$ cat src/rtl/pipe_stage_reg_pkg.sv
// Shared types for the inter-stage pipeline register: occupancy count and
// holding-state encoding ({skid valid, main valid}).
package pipe_stage_reg_pkg;

  localparam int DEFAULT_DATA_W = 32;

  typedef logic [1:0] occupancy_t;

  // Bit 0 is the main-entry valid, bit 1 the skid-entry valid.
  typedef enum logic [1:0] {
    EMPTY = 2'b00,
    ONE   = 2'b01,
    FULL  = 2'b11
  } stage_state_e;

  function automatic occupancy_t occOf(stage_state_e s);
    occupancy_t occ;
    occ = {1'b0, s[0]} + {1'b0, s[1]};
    return occ;
  endfunction

endpackage

$ cat src/rtl/pipe_stage_reg_if.sv
// Valid/ready/data handshake bundle between two pipeline stages.
interface pipe_stage_reg_if #(
  parameter int DATA_W = 32
);
  logic              valid;
  logic              ready;
  logic [DATA_W-1:0] data;

  modport master (output valid, output data, input ready);
  modport slave  (input valid, input data, output ready);
endinterface

$ cat src/rtl/pipe_stage_reg_sat_counter.sv
// Saturating up-counter with asynchronous reset; sticks at all-ones.
module sat_counter #(
  parameter int CNT_W = 16
) (
  input  logic             CLK,
  input  logic             RST,
  input  logic             inc,
  output logic [CNT_W-1:0] count
);

  localparam logic [CNT_W-1:0] ONE_STEP = {{(CNT_W-1){1'b0}}, 1'b1};

  always_ff @(posedge CLK or posedge RST) begin
    if (RST) begin
      count <= '0;
    end else if (inc && (count != '1)) begin
      count <= count + ONE_STEP;
    end
  end

endmodule

$ cat src/rtl/pipe_stage_reg.sv
// Inter-stage pipeline register: valid/ready handshake, optional 2-entry skid
// buffer, flush-to-bubble, and saturating transfer/flush counters.
module pipe_stage_reg
  import pipe_stage_reg_pkg::*;
#(
  parameter int DATA_W         = DEFAULT_DATA_W,
  parameter int SKID           = 1,
  parameter int CLEAR_ON_FLUSH = 1,
  parameter int CNT_W          = 16
) (
  input  logic                    CLK,
  input  logic                    RST,
  input  logic                    flush,
  pipe_stage_reg_if.slave         inBus,
  pipe_stage_reg_if.master        outBus,
  output occupancy_t              occupancy,
  output logic [CNT_W-1:0]        cnt_xfer,
  output logic [CNT_W-1:0]        cnt_flush
);

  stage_state_e      stateReg, stateNext;
  logic [DATA_W-1:0] mainReg, mainNext;
  logic [DATA_W-1:0] skidReg, skidNext;
  logic              mainValid, inReady, inFire, outFire;
  logic [1:0]        incVec;
  logic [CNT_W-1:0]  cntVec [2];

  assign mainValid = stateReg[0];
  // With the skid buffer, in_ready depends only on held state, breaking the
  // combinational ready chain through the pipeline.
  assign inReady   = (SKID != 0) ? (stateReg != FULL) : (!mainValid || outBus.ready);
  assign inFire    = inBus.valid && inReady;
  assign outFire   = mainValid && outBus.ready;

  always_comb begin
    stateNext = stateReg;
    mainNext  = mainReg;
    skidNext  = skidReg;
    if (flush) begin
      stateNext = EMPTY;
      if (CLEAR_ON_FLUSH != 0) begin
        mainNext = '0;
        skidNext = '0;
      end
    end else begin
      case (stateReg)
        EMPTY: begin
          if (inFire) begin
            stateNext = ONE;
            mainNext  = inBus.data;
          end
        end
        ONE: begin
          if (inFire && outFire) begin
            mainNext = inBus.data;
          end else if (inFire) begin
            stateNext = FULL;
            skidNext  = inBus.data;
          end else if (outFire) begin
            stateNext = EMPTY;
          end
        end
        FULL: begin
          if (outFire) begin
            stateNext = ONE;
            mainNext  = skidReg;
          end
        end
        default: stateNext = EMPTY;
      endcase
    end
  end

  always_ff @(posedge CLK or posedge RST) begin
    if (RST) begin
      stateReg <= EMPTY;
      mainReg  <= '0;
      skidReg  <= '0;
    end else begin
      stateReg <= stateNext;
      mainReg  <= mainNext;
      skidReg  <= skidNext;
    end
  end

  // Skid can only be valid alongside main, so mainValid means "any entry held".
  assign incVec = {flush && mainValid, outFire};

  for (genvar gi = 0; gi < 2; gi++) begin : gen_counters
    sat_counter #(.CNT_W(CNT_W)) u_cnt (
      .CLK   (CLK),
      .RST   (RST),
      .inc   (incVec[gi]),
      .count (cntVec[gi])
    );
  end

  assign cnt_xfer      = cntVec[0];
  assign cnt_flush     = cntVec[1];
  assign inBus.ready   = inReady;
  assign outBus.valid  = mainValid;
  assign outBus.data   = mainReg;
  assign occupancy     = occOf(stateReg);

endmodule

$ cat src/flat_wrapper.sv
// flat-port wrapper written by rule: the top's interface ports become plain ports
module pipe_stage_reg_flat import pipe_stage_reg_pkg::*;
#(
  parameter int DATA_W         = DEFAULT_DATA_W,
  parameter int SKID           = 1,
  parameter int CLEAR_ON_FLUSH = 1,
  parameter int CNT_W          = 16
)
  (CLK, RST, flush, occupancy, cnt_xfer, cnt_flush, inBus_valid, inBus_data, inBus_ready, outBus_valid, outBus_data, outBus_ready);
  pipe_stage_reg_if #(.DATA_W(DATA_W)) inBus_i ();
  pipe_stage_reg_if #(.DATA_W(DATA_W)) outBus_i ();
  input  logic CLK;
  input  logic RST;
  input  logic flush;
  output occupancy_t occupancy;
  output logic [CNT_W-1:0] cnt_xfer;
  output logic [CNT_W-1:0] cnt_flush;
  input wire logic [$bits(inBus_i.valid)-1:0] inBus_valid;
  input wire logic [$bits(inBus_i.data)-1:0] inBus_data;
  output wire logic [$bits(inBus_i.ready)-1:0] inBus_ready;
  output wire logic [$bits(outBus_i.valid)-1:0] outBus_valid;
  output wire logic [$bits(outBus_i.data)-1:0] outBus_data;
  input wire logic [$bits(outBus_i.ready)-1:0] outBus_ready;
  assign inBus_i.valid = inBus_valid;
  assign inBus_i.data = inBus_data;
  assign inBus_ready = inBus_i.ready;
  assign outBus_valid = outBus_i.valid;
  assign outBus_data = outBus_i.data;
  assign outBus_i.ready = outBus_ready;
  pipe_stage_reg #(.DATA_W(DATA_W), .SKID(SKID), .CLEAR_ON_FLUSH(CLEAR_ON_FLUSH), .CNT_W(CNT_W)) u_core (.CLK(CLK), .RST(RST), .flush(flush), .inBus(inBus_i), .outBus(outBus_i), .occupancy(occupancy), .cnt_xfer(cnt_xfer), .cnt_flush(cnt_flush));
endmodule
$ cat config.mk
export PLATFORM = sky130hd
export DESIGN_NAME = pipe_stage_reg_flat
export DESIGN_NICKNAME = d
export VERILOG_FILES = /design/src/rtl/pipe_stage_reg_pkg.sv /design/src/rtl/pipe_stage_reg_if.sv /design/src/rtl/pipe_stage_reg_sat_counter.sv /design/src/rtl/pipe_stage_reg.sv /design/src/flat_wrapper.sv
export SDC_FILE = /design/constraint.sdc
export NUM_CORES = 1
export LEC_CHECK = 0
export CORE_MARGIN = 3
export CORE_UTILIZATION = 30
export CTS_BUF_LIST = sky130_fd_sc_hd__clkbuf_8
export DETAILED_ROUTE_END_ITERATION = 8
export SETUP_SLACK_MARGIN = 0.3
export SLEW_MARGIN = 20
export SYNTH_ARGS = -nofsm -noshare
export SYNTH_HDL_FRONTEND = slang
export SYNTH_SLANG_ARGS = --single-unit
$ cat constraint.sdc
create_clock -name CLK -period 3.28 [get_ports CLK]
set_input_delay 0.656 -clock CLK [delete_from_list [all_inputs] [get_ports CLK]]
set_output_delay 0.656 -clock CLK [all_outputs]
set_load 0.005 [all_outputs]
## After elaboration in Yosys (flattened, before gate mapping)

Index checks and enable logic that the tools add are counted.

| storage, ports and cells | value |
|---|---|
| memory bits (writable) | 0 |
| memories | 0 |
| memory bits (read-only) | 0 |
| latch bits | 0 |
| input port bits | 37 |
| register bits | 98 |

| cells by class | value |
|---|---|
| bitwise gates (word level) | 0 |
| div/mod/pow operators | 0 |
| $mul | 0 |
| shift-type cells | 0 |
| reductions and logical operators | 13 |
| add/subtract/negate cells | 3 |
| magnitude comparators | 0 |
| muxes and demuxes | 15 |
| equal/unequal tests | 11 |

Operators by type and width:

| cell | count |
|---|---|
| $mux W32 | 7 |
| $pmux W32 S3 | 1 |
| $add A16 B1 Y16 const B | 2 |
| $ne A16 B16 Y1 const B | 2 |
| $mux W2 | 6 |
| $reduce_and A4 Y1 | 2 |
| $logic_and A1 B1 Y1 | 6 |
| $ne A3 B2 Y1 const B | 2 |
| $ne A3 B3 Y1 const B | 2 |
| $pmux W2 S3 | 1 |
| $ne A2 B2 Y1 const B | 2 |
| $ne A4 B3 Y1 const B | 1 |
| $reduce_bool A2 Y1 | 2 |
| $reduce_bool A4 Y1 | 1 |
| $reduce_and A3 Y1 | 1 |
| $add A1 B1 Y2 | 1 |
| $eq A2 B1 Y1 const B | 1 |
| $eq A2 B2 Y1 const B | 1 |
| $logic_not A2 Y1 | 1 |

## Depth between registers and ports, before layout

Gate-level depths: netlist of run 1.

| logic depth | value |
|---|---|
| word-level depth | 6 |
| depth in mapped cells | 8 |

## Modules after synthesis

Synthesis of run 1 repeated with hierarchy kept, for this count alone.

| second synthesis, totals | value |
|---|---|
| cell total of the unflattened synthesis | 390 |
| area, all modules | 4,693.3 sq um |

By module, submodules not included:

| module | seq. area each (sq um) | times used | area each (sq um) | cells each |
|---|---|---|---|---|
| pipe_stage_reg | 1,651.6 | 1 | 3,081.7 | 248 |
| sat_counter | 400.4 | 2 | 805.8 | 71 |

## Worst setup path after synthesis of run 1

OpenSTA, ideal clock, no wires.

| timing | value |
|---|---|
| path kind | register to register |
| start point | register u_core.stateReg[0] |
| end point | register u_core.mainReg[0] (netlist: u_core.outBus.data[0]) |
| period minus slack after synthesis | 1.955 ns |
| stages on the path, launching flop included | 8 |
| slack | 1.325 ns |
| data arrival time | 1.815 ns |
| data required time | 3.140 ns |
| buffers on the path | 2 |
| cell sequence | dfrtp_1 > ha_1 > buf_2 > nor2b_2 > o21a_1 > o21bai_1 > clkbuf_1 > o32ai_1 |

| between the ends | value |
|---|---|
| word-level cells in the longest chain between the ends | 5 |
| elaborated cells between the ends (all ways) | 14 |
| those cells by class | eq/ne: 6; mux: 2; reduce/logical: 6 |

RTL lines:

| what | RTL line | RTL |
|---|---|---|
| from (decl) | pipe_stage_reg.sv:21 | `stage_state_e stateReg, stateNext;` |
| from (signal assigned) | pipe_stage_reg.sv:80 | `stateReg <= stateNext;` |
| $ne A2 B2 Y1 | pipe_stage_reg.sv:31 | `assign inReady = (SKID != 0) ? (stateReg != FULL) : (!mainValid \|\| outBus.ready);` |
| $logic_and A1 B1 Y1 | pipe_stage_reg.sv:32 | `assign inFire = inBus.valid && inReady;` |
| $logic_and A1 B1 Y1 | pipe_stage_reg.sv:54 | `if (inFire && outFire) begin` |
| $ne A3 B2 Y1 (no source line) | -- |  |
| $reduce_and A4 Y1 (no source line) | -- |  |
| to (signal assigned) | pipe_stage_reg.sv:81 | `mainReg <= mainNext;` |
| to (decl) | pipe_stage_reg.sv:22 | `logic [DATA_W-1:0] mainReg, mainNext;` |

Parallel ways exist; a longest one is shown, timed or not.
A chain may end at the register's enable or synchronous reset.

## Worst setup path in the final report of run 1

| timing | value |
|---|---|
| start point | register u_core.stateReg[0] |
| end point | output port inBus_ready |

| between the ends | value |
|---|---|
| word-level cells in the longest chain between the ends | 1 |

RTL lines:

| what | RTL line | RTL |
|---|---|---|
| $ne A2 B2 Y1 | pipe_stage_reg.sv:31 |  |
| to (decl) | flat_wrapper.sv:20 | `output wire logic [$bits(inBus_i.ready)-1:0] inBus_ready;` |

No other way between the ends.

==> results of run 1 <==
cell usage in the layout, fill, tap and decap left out, drive strengths merged, types with 2 or more instances in the layout:
cell type      netlist  layout
clkbuf              21       9
dfrtp               98      98
bufinv               0       2
o21bai               2       2
clkdlybuf4s50        0     103
nand4               13      13
xor2                16      16
nand3b               3       3
or4                  2       2
buf                  7      11
a21oi               38      38
xnor2                7       7
o21ai                3       3
nand3                8       8
clkinv               0       3
nor3                 9       9
and4                 2       2
nor2                 9       9
a211oi               2       2
o21a                 2       2
nand2               76      76
and2                 2       2
or3                  2       2
a22oi               32      32
mux2                 5       5
inv                 39      39
and3                 3       3
ha                   7       7
nor2b                2       2
o32ai               32      32
nor4                 7       7
worst max-delay path by stage:
stage	startpoint	to	slack (ns)	cells after the start
after floorplan	u_core.stateReg[0]	u_core.outBus.data[0]	1.32	7
after global placement	outBus_ready	u_core.gen_counters[0].u_cnt.count[12]	0.84	5
after detailed placement	outBus_ready	u_core.gen_counters[0].u_cnt.count[10]	0.81	5
after CTS	u_core.stateReg[0]	inBus_ready	0.62	3
after global routing	u_core.stateReg[0]	inBus_ready	0.57	3
final	u_core.stateReg[0]	inBus_ready	0.69	3
metal layers:
| layer | GRT usage [%] | share of wire [%] |
|---|---|---|
| met5 | 0 | 0 |
| met1 | 19.9 | 45 |
| met2 | 22.9 | 48 |
| met3 | 2.40 | 3.8 |
| met4 | 6.96 | 2.5 |
stage by stage:
step	worst slack [ns]	std cells	total power (uW)	area, um^2
after global placement	0.836	731	2830	5890
after global routing	0.574	746	3940	6110
after detailed placement	0.805	731	2860	5890
after CTS	0.624	746	3740	6110
after floorplan	1.32	461	2210	4650
final	0.692	746	3680	6110
sequential cells by signal (all words and copies together), names as in the netlist:
name and flops:
u_core.gen_counters.u_cnt.count 32, u_core.outBus.data 32, u_core.stateReg 2, u_core.skidReg 32
cell usage after synthesis, types with 8 or more instances:
cell type  number  area, um^2
a21oi_1        38         190
a22oi_1        32         240
clkbuf_1       21        78.8
dfrtp_1        98        2450
inv_1          39         146
nand2_1        75         282
nand4_1        12        75.1
nor2_1          8        30.0
nor3_1          9        45.0
o32ai_1        32         280
xor2_1         16         140
layout make-up:
cell class                 instances  area share [%]
tap                              184            3.77
clock inverter                     6            1.50
multi-input combinational        296            31.9
sequential                        98            40.2
inverter                          39            2.46
clock buffer                       9            2.03
timing repair buffer             114            18.2
cell families (layout without fill, tap and decap cells):
| kind of cell | after synthesis | after routing | synth area share, % |
|---|---|---|---|
| simple gates | 140 | 140 | 15.5 |
| compound gates | 121 | 121 | 18.6 |
| flops | 98 | 98 | 52.8 |
| buf+inv | 67 | 168 | 5.60 |
| xor+xnor | 23 | 23 | 4.33 |
| fa+ha+maj | 7 | 7 | 1.88 |
| mux | 5 | 5 | 1.29 |
worst max-delay path: cells and delay by family (launching register included):
kind / cells / cell delay [ns]
buf+inv: 2 / 0.71
flops: 1 / 0.52
fa+ha+maj: 1 / 0.33
power by group through the flow:
| stage | clock, uW | combinational, uW | sequential (uW) |
|---|---|---|---|
| final | 863 | 1200 | 1610 |
| after global routing | 957 | 1330 | 1650 |
| after CTS | 902 | 1230 | 1620 |
| after detailed placement | 0 | 1220 | 1640 |
| after global placement | 0 | 1190 | 1630 |
| after floorplan | 0 | 603 | 1610 |
==> flow_summary.json, run 1 <==
{
  "status": "completed",
  "seqPwrFrac_pct": 43.9,
  "rrSetupSlack_ns": 0.98,
  "combPwrFrac_pct": 32.7,
  "period_share_pct": 78.9,
  "synth_warnings": 0,
  "synthDistinctLibCells": 50,
  "portBuffers": 104,
  "crit_type": "register to output port",
  "hold_depth": 1,
  "clockPowerShare_pct": 23.5,
  "routabilityCongestion": 0.762,
  "rows": 44,
  "skew_ns": 0.0104,
  "ioPinCount": 105,
  "reg2reg_from": "u_core.stateReg[0]",
  "antenna_cells": 0,
  "synth_fp_nets": 505,
  "die_area_um2": 17000,
  "worst_slew_margin_rel_pct": 47.7,
  "p_leak_uw": 0.00256,
  "place_hpwl_mm": 8.08,
  "critical_path_peak_fanout": 11,
  "grt_pass1_wl_mm": 19.6,
  "wl_per_cell_um": 16.4,
  "overflow": 0,
  "cp-end-kind": "output port",
  "grtUsageTotal_pct": 14.6,
  "ctsResizeCount": 0,
  "grt_pass1_vias": 3888,
  "final_max_slew_viol_count": 0,
  "tns_ns": 0,
  "async_flop_share_pct": 100,
  "arrival_ns": 1.93,
  "drc": 0,
  "multi_input_area_um2": 1950,
  "rsz0062_at_grt": "no",
  "swShare_pct": 33.4,
  "power.internal_uw": 2450,
  "register_area_um2": 2450,
  "cts_tree": "yes",
  "wirelength_mm": 12.3,
  "cts_max_path_buffers": 2,
  "yosysSeqAreaShare_pct": 52.8,
  "drive_above_1_share_pct": 8.72,
  "hold_end": "u_core.gen_counters[1].u_cnt.count[15]",
  "syn_area_per_cell_um2": 10.1,
  "start_util_pct": 31.3,
  "hold_buffers": 0,
  "setup_viol": 0,
  "syn_area_um2": 4650,
  "core_area_um2": 14900,
  "cts_setup_buffers": 0,
  "cp_cell_sequence": "ha_1, inv_1, clkdlybuf4s50_1",
  "htreeDepth": 3,
  "fmax_mhz": 386,
  "min_from": "u_core.gen_counters[1].u_cnt.count[15]",
  "finalCoreUtilization_pct": 41.1,
  "peakVddDrop_mv": 0.190,
  "maxCapViolations": 0,
  "fillers": 1474,
  "post-route-min-period_ns": 2.59,
  "setup.worst_path.start_class": "register",
  "layout-area-overhead-vs-synth_pct": 31.4,
  "report.final.hold_viol_count": 0,
  "worstPathRequired_ns": 2.62,
  "drtPass1Iterations": 4,
  "cts_root_buffer": "clkbuf_8",
  "r2r_end": "u_core.outBus.data[1]",
  "die_h_um": 130,
  "grt_max_degree": 68,
  "final_net_count": 602,
  "path_clk_slew_ns": 0.09,
  "numCtsBuffers": 9,
  "synth_ff_type": "dfrtp_1",
  "hold_class": "register to register",
  "via_per_inst": 5.13,
  "antenna_found_initial": 0,
  "hold_ws_ns": 0.500,
  "critPathMaxStageDelay_ns": 0.54,
  "p_switching_uw": 1230,
  "cts.sink_count": 98,
  "drtIter0Drc": 233,
  "timing.reg2reg.worst_path_depth": 7,
  "insertion_delay_ns": 0.37,
  "die_w_um": 130,
  "netlist_instances": 461,
  "ant_nets": 0,
  "cp_slowest_cell": "clkdlybuf4s50_1",
  "synth_edf_count": 0,
  "max_slew.worst_pin.slew_ns": 0.785,
  "vias": 3827,
  "power.density_nw_per_um2": 602,
  "ys_ff_latch": 98
}
Note: power is estimated with default switching activity, not from simulation.
==> inputs of run 2 (changes only) <==
==> constraint.sdc (replaced) <==
create_clock -name CLK -period 2.1 [get_ports CLK]
set_input_delay 0.42 -clock CLK [delete_from_list [all_inputs] [get_ports CLK]]
set_output_delay 0.42 -clock CLK [all_outputs]
set_load 0.005 [all_outputs]
==> flow_summary.json, run 2 (same netlist as run 1, synthesis figures left out) <==
{
  "fin_area_um2": 7370,
  "period_share_pct": 91.5,
  "vias": 4285,
  "worstPathRequired_ns": 2.39,
  "via_per_inst": 5.20,
  "maxCapViolations": 0,
  "wirelength_mm": 13.8,
  "status": "completed",
  "ant_nets": 0,
  "placed_area_um2": 6090,
  "antenna_found_initial": 0,
  "grt_pass1_vias": 4089,
  "cp-end-kind": "register",
  "worst_slew_margin_rel_pct": 62.4,
  "tns_ns": 0,
  "power.total_uw": 6830,
  "hold_ws_ns": 0.405,
  "htreeDepth": 3,
  "hold_class": "input port to asynchronous set/reset pin",
  "die_h_um": 130,
  "cts_tree": "yes",
  "max_slew.worst_pin.slew_ns": 0.563,
  "final_net_count": 679,
  "cp_common_cell": "buf_6",
  "die_area_um2": 17000,
  "crit_type": "register to register",
  "p_leak_uw": 0.00315,
  "hold_buffers": 0,
  "drive_above_1_share_pct": 30.3,
  "die_w_um": 130,
  "antenna_cells": 0,
  "cp_slowest_cell": "dfrtp_2",
  "layout-area-overhead-vs-synth_pct": 58.5,
  "critPathMaxStageDelay_ns": 0.45,
  "grt_max_degree": 45,
  "power.density_nw_per_um2": 928,
  "drtPass1Iterations": 4,
  "peakVddDrop_mv": 0.637,
  "report.final.hold_viol_count": 0,
  "grt_pass1_wl_mm": 20.6,
  "final_max_slew_viol_count": 0,
  "ioPinCount": 105,
  "arrival_ns": 2.21,
  "fmax_mhz": 521,
  "rsz0062_at_grt": "yes",
  "overflow": 0,
  "drc": 0,
  "grtUsageTotal_pct": 15.3,
  "cts.sink_count": 98,
  "skew_ns": 0.0108,
  "core_area_um2": 14900,
  "worst_slack_ns": 0.179,
  "rrSetupSlack_ns": 0.18,
  "portBuffers": 104,
  "layout_commonest_cell": "clkdlybuf4s50_1",
  "cts_root_buffer": "clkbuf_8",
  "cp_cell_sequence": "buf_6, buf_6, ha_4, nor2_2, o21a_1, buf_6, o21bai_4, buf_12, clkbuf_16, o32ai_4",
  "most-common-layout-cells": "96 x clkdlybuf4s50_1, 84 x dfrtp_1, 74 x nand2_1, 63 x buf_4, 37 x inv_1",
  "place_hpwl_mm": 8.81,
  "start_util_pct": 31.3,
  "insertion_delay_ns": 0.39,
  "routabilityCongestion": 0.866,
  "critical_path_peak_fanout": 7,
  "path_clk_slew_ns": 0.10,
  "setup_viol": 0,
  "rows": 44,
  "setup.worst_path.start_class": "register",
  "pre_cts_ws_ns": 0.0264,
  "post-route-min-period_ns": 1.92,
  "wl_per_cell_um": 16.7,
  "drtIter0Drc": 277,
  "cts_max_path_buffers": 2,
  "numCtsBuffers": 9
}
## run 2: cell count changes in the layout (fill, tap and decap cells not counted), moves of 11 or more
cell | before | now
dfrtp_1 | 98 | 84
o32ai_1 | 32 | 7
buf_4 | 10 | 63
o32ai_2 | 0 | 18
dfrtp_2 | 0 | 14
buf_12 | 0 | 11
## run 2: power breakdown
part	switching [uW]	leakage, uW	internal, uW
clock network	689	0.000103	622
logic	1420	0.00174	1640
registers	239	0.00131	2220
## run 2: path summary, 6_finish.rpt
check,startpoint,end,cells past startpoint
worst max-delay path,u_core.stateReg[0],u_core.outBus.data[7],10
worst min-delay path,RST,u_core.gen_counters[0].u_cnt.count[10],2
worst max register to register,u_core.stateReg[0],u_core.outBus.data[7],10
worst min register to register,u_core.gen_counters[1].u_cnt.count[7],u_core.gen_counters[1].u_cnt.count[7],1
max in group asynchronous,RST,u_core.stateReg[0],3
min in group CLK,u_core.gen_counters[1].u_cnt.count[7],u_core.gen_counters[1].u_cnt.count[7],1
## run 2: per-stage QoR
| step | utilization, % | std cells |
|---|---|---|
| 6_report | 49.6 | 824 |
| 5_1_grt | 49.6 | 824 |
| 4_1_cts | 44.3 | 789 |
| 3_5_place_dp | 41.0 | 749 |
| 3_3_place_gp | 41.0 | 749 |
| 2_1_floorplan | - | 461 |
## run 2: area by class of cell
class,count,area (um^2)
Clock buffer,11,151
Timing Repair Buffer,191,1900
Inverter,39,155
Sequential cell,98,2470
Fill cell,1346,7500
Multi-Input combinational cell,296,2400
Tap cell,184,230
Clock inverter,5,61.3
## run 2: worst max-delay path: cells and delay by family (launching register included)
kind,cells,cell delay [ns]
AO/OA/AOI/OAI,3,0.40
adder cells (fa/ha/maj),1,0.17
buffers and inverters,5,0.70
flip-flops,1,0.45
AND/OR/NAND/NOR,1,0.12
## run 2: routing by layer
layer  up-vias  track usage [%]  share of wire [%]
li1       2002                -                  -
met2       131             24.2                 48
met5         -                0                  0
met4         0             4.90                1.3
met1      2139             20.3                 45
met3        13             4.59                6.3
## run 2: timing repair
item	CTS	global route
gates cloned	0	2
setup endpoints to repair	73	81
buffers inserted	24	33
gates resized for setup	38	87
pin swaps	7	10
==> inputs of run 3 (changes only) <==
--- a/config.mk
+++ b/config.mk
@@ -9,7 +9,7 @@
 export CORE_UTILIZATION = 30
 export CTS_BUF_LIST = sky130_fd_sc_hd__clkbuf_8
 export DETAILED_ROUTE_END_ITERATION = 8
-export SETUP_SLACK_MARGIN = 0.3
+export HOLD_SLACK_MARGIN = 0.08
 export SLEW_MARGIN = 20
 export SYNTH_ARGS = -nofsm -noshare
 export SYNTH_HDL_FRONTEND = slang
==> flow_summary.json, run 3 (same netlist as run 1, synthesis figures left out) <==
{
  "status": "completed",
  "cts_max_path_buffers": 2,
  "p_switching_uw": 2000,
  "wl_per_cell_um": 16.5,
  "combPwrFrac_pct": 34.5,
  "fillers": 1434,
  "insertion_delay_ns": 0.38,
  "finalCoreUtilization_pct": 42.5,
  "core_area_um2": 14900,
  "max_slew.worst_pin.slew_ns": 0.675,
  "worstPathRequired_ns": 2.33,
  "worst_slew_margin_rel_pct": 55.0,
  "peakVddDrop_mv": 0.436,
  "most-common-layout-cells": "100 x clkdlybuf4s50_1, 98 x dfrtp_1, 75 x nand2_1, 38 x a21oi_1, 37 x inv_1",
  "via_per_inst": 5.23,
  "power.internal_uw": 4000,
  "power.density_nw_per_um2": 950,
  "drc": 0,
  "drtPass1Iterations": 4,
  "p_leak_uw": 0.00266,
  "grtUsageTotal_pct": 15.0,
  "die_area_um2": 17000,
  "post-route-min-period_ns": 1.94,
  "hold_class": "input port to register",
  "critPathMaxStageDelay_ns": 0.46,
  "report.final.hold_viol_count": 0,
  "setup_viol": 0,
  "maxCapViolations": 0,
  "m1WireLength_mm": 5.80,
  "cp_cell_sequence": "inv_2, buf_4, ha_1, nor3_1, a2bb2oi_2, buf_12, o32ai_1",
  "register_area_um2": 2450,
  "numCtsBuffers": 9,
  "grt_pass1_wl_mm": 20.3,
  "place_hpwl_mm": 8.05,
  "multi_input_area_um2": 1970,
  "wl_met3_um": 497,
  "layout-area-overhead-vs-synth_pct": 35.9,
  "cp_top_family": "flip-flops",
  "dr_wl_met2_mm": 5.98,
  "highest_layer": "met4",
  "setup.worst_path.start_class": "register",
  "die_w_um": 130,
  "cp_slowest_cell": "dfrtp_1",
  "cp-end-kind": "register",
  "seqPwrFrac_pct": 41.9,
  "tns_ns": 0,
  "layout_commonest_cell": "clkdlybuf4s50_1",
  "drtIter0Drc": 284,
  "overflow": 0,
  "vias": 3964,
  "skew_ns": 0.00877,
  "rsz0062_at_grt": "no",
  "cts_root_buffer": "clkbuf_8",
  "crit_type": "register to register",
  "routabilityCongestion": 0.761,
  "final_net_count": 613,
  "ioPinCount": 105,
  "arrival_ns": 2.17,
  "period_share_pct": 92.3,
  "antenna_found_initial": 0,
  "grt_max_degree": 99,
  "ant_nets": 0,
  "power.total_uw": 6000,
  "fmax_mhz": 516,
  "final_max_slew_viol_count": 0,
  "critical_path_peak_fanout": 32,
  "rows": 44,
  "cts.sink_count": 98,
  "htreeDepth": 3,
  "swShare_pct": 33.3,
  "cts_tree": "yes",
  "portBuffers": 104,
  "die_h_um": 130,
  "path_clk_slew_ns": 0.09,
  "cp_num_buf_inv": 3,
  "start_util_pct": 31.3,
  "drive_above_1_share_pct": 11.1,
  "antenna_cells": 0,
  "clockPowerShare_pct": 23.6,
  "grt_pass1_vias": 3929,
  "wirelength_mm": 12.5
}
-- run 3: what timing repair did --
| item | CTS | global route |
|---|---|---|
| hold buffers | 0 | 0 |
| setup endpoints to repair | 3 | 0 |
| gates resized for setup | 10 | 0 |
| buffers inserted | 3 | 0 |
-- run 3: path summary, 6_finish.rpt --
| check | start | end | slack, ns | cells after the start |
|---|---|---|---|---|
| max in group asynchronous | RST | u_core.gen_counters[0].u_cnt.count[6] | 1.12 | 3 |
| worst max register to register | u_core.stateReg[1] | u_core.outBus.data[27] | 0.16 | 7 |
| worst min-delay path | flush | u_core.stateReg[0] | 0.28 | 2 |
| min in group asynchronous | RST | u_core.gen_counters[0].u_cnt.count[1] | 0.52 | 3 |
| worst min register to register | u_core.gen_counters[0].u_cnt.count[11] | u_core.gen_counters[0].u_cnt.count[11] | 0.52 | 1 |
| worst max-delay path | u_core.stateReg[1] | u_core.outBus.data[27] | 0.16 | 7 |
-- run 3: area by class of cell --
type / count / share of cell area (%)
timing repair buffer: 125 / 20.2
tap: 184 / 3.65
clock inverter: 6 / 1.49
clock buffer: 10 / 2.18
multi-input combinational: 296 / 31.2
sequential: 98 / 38.8
inverter: 39 / 2.38
-- run 3: per-layer routing --
layer / track usage [%] / up-vias
li1: - / 1862
met1: 20.6 / 1977
met2: 23.9 / 110
met3: 2.52 / 15
met4: 5.87 / 0
met5: 0 / -
-- run 3: worst reg2reg max path: stages (launching register included) --
cell       delay (ns)
dfrtp_1          0.46
inv_2            0.09
buf_4            0.14
ha_1             0.21
nor3_1           0.34
a2bb2oi_2        0.21
buf_12           0.22
o32ai_1          0.12
-- run 3: metrics by stage --
step | cells | setup slack (ns) | hold WS, ns | area [um^2]
5_1_grt | 758 | 0.0446 | 0.259 | 6310
3_3_place_gp | 739 | 0.0412 | 0.496 | 6030
6_report | 758 | 0.162 | 0.283 | 6310
2_1_floorplan | 461 | 0.145 | 0.484 | 4650
3_5_place_dp | 739 | -0.0195 | 0.514 | 6030
4_1_cts | 758 | 0.153 | 0.253 | 6310
-- run 3: power groups by stage --
stage	Sequential (uW)	Combinational [uW]	Clock (uW)
2_1_floorplan	2510	942	0
3_3_place_gp	2530	2030	0
3_5_place_dp	2550	2060	0
4_1_cts	2520	2080	1470
5_1_grt	2570	2260	1560
6_report	2510	2070	1420
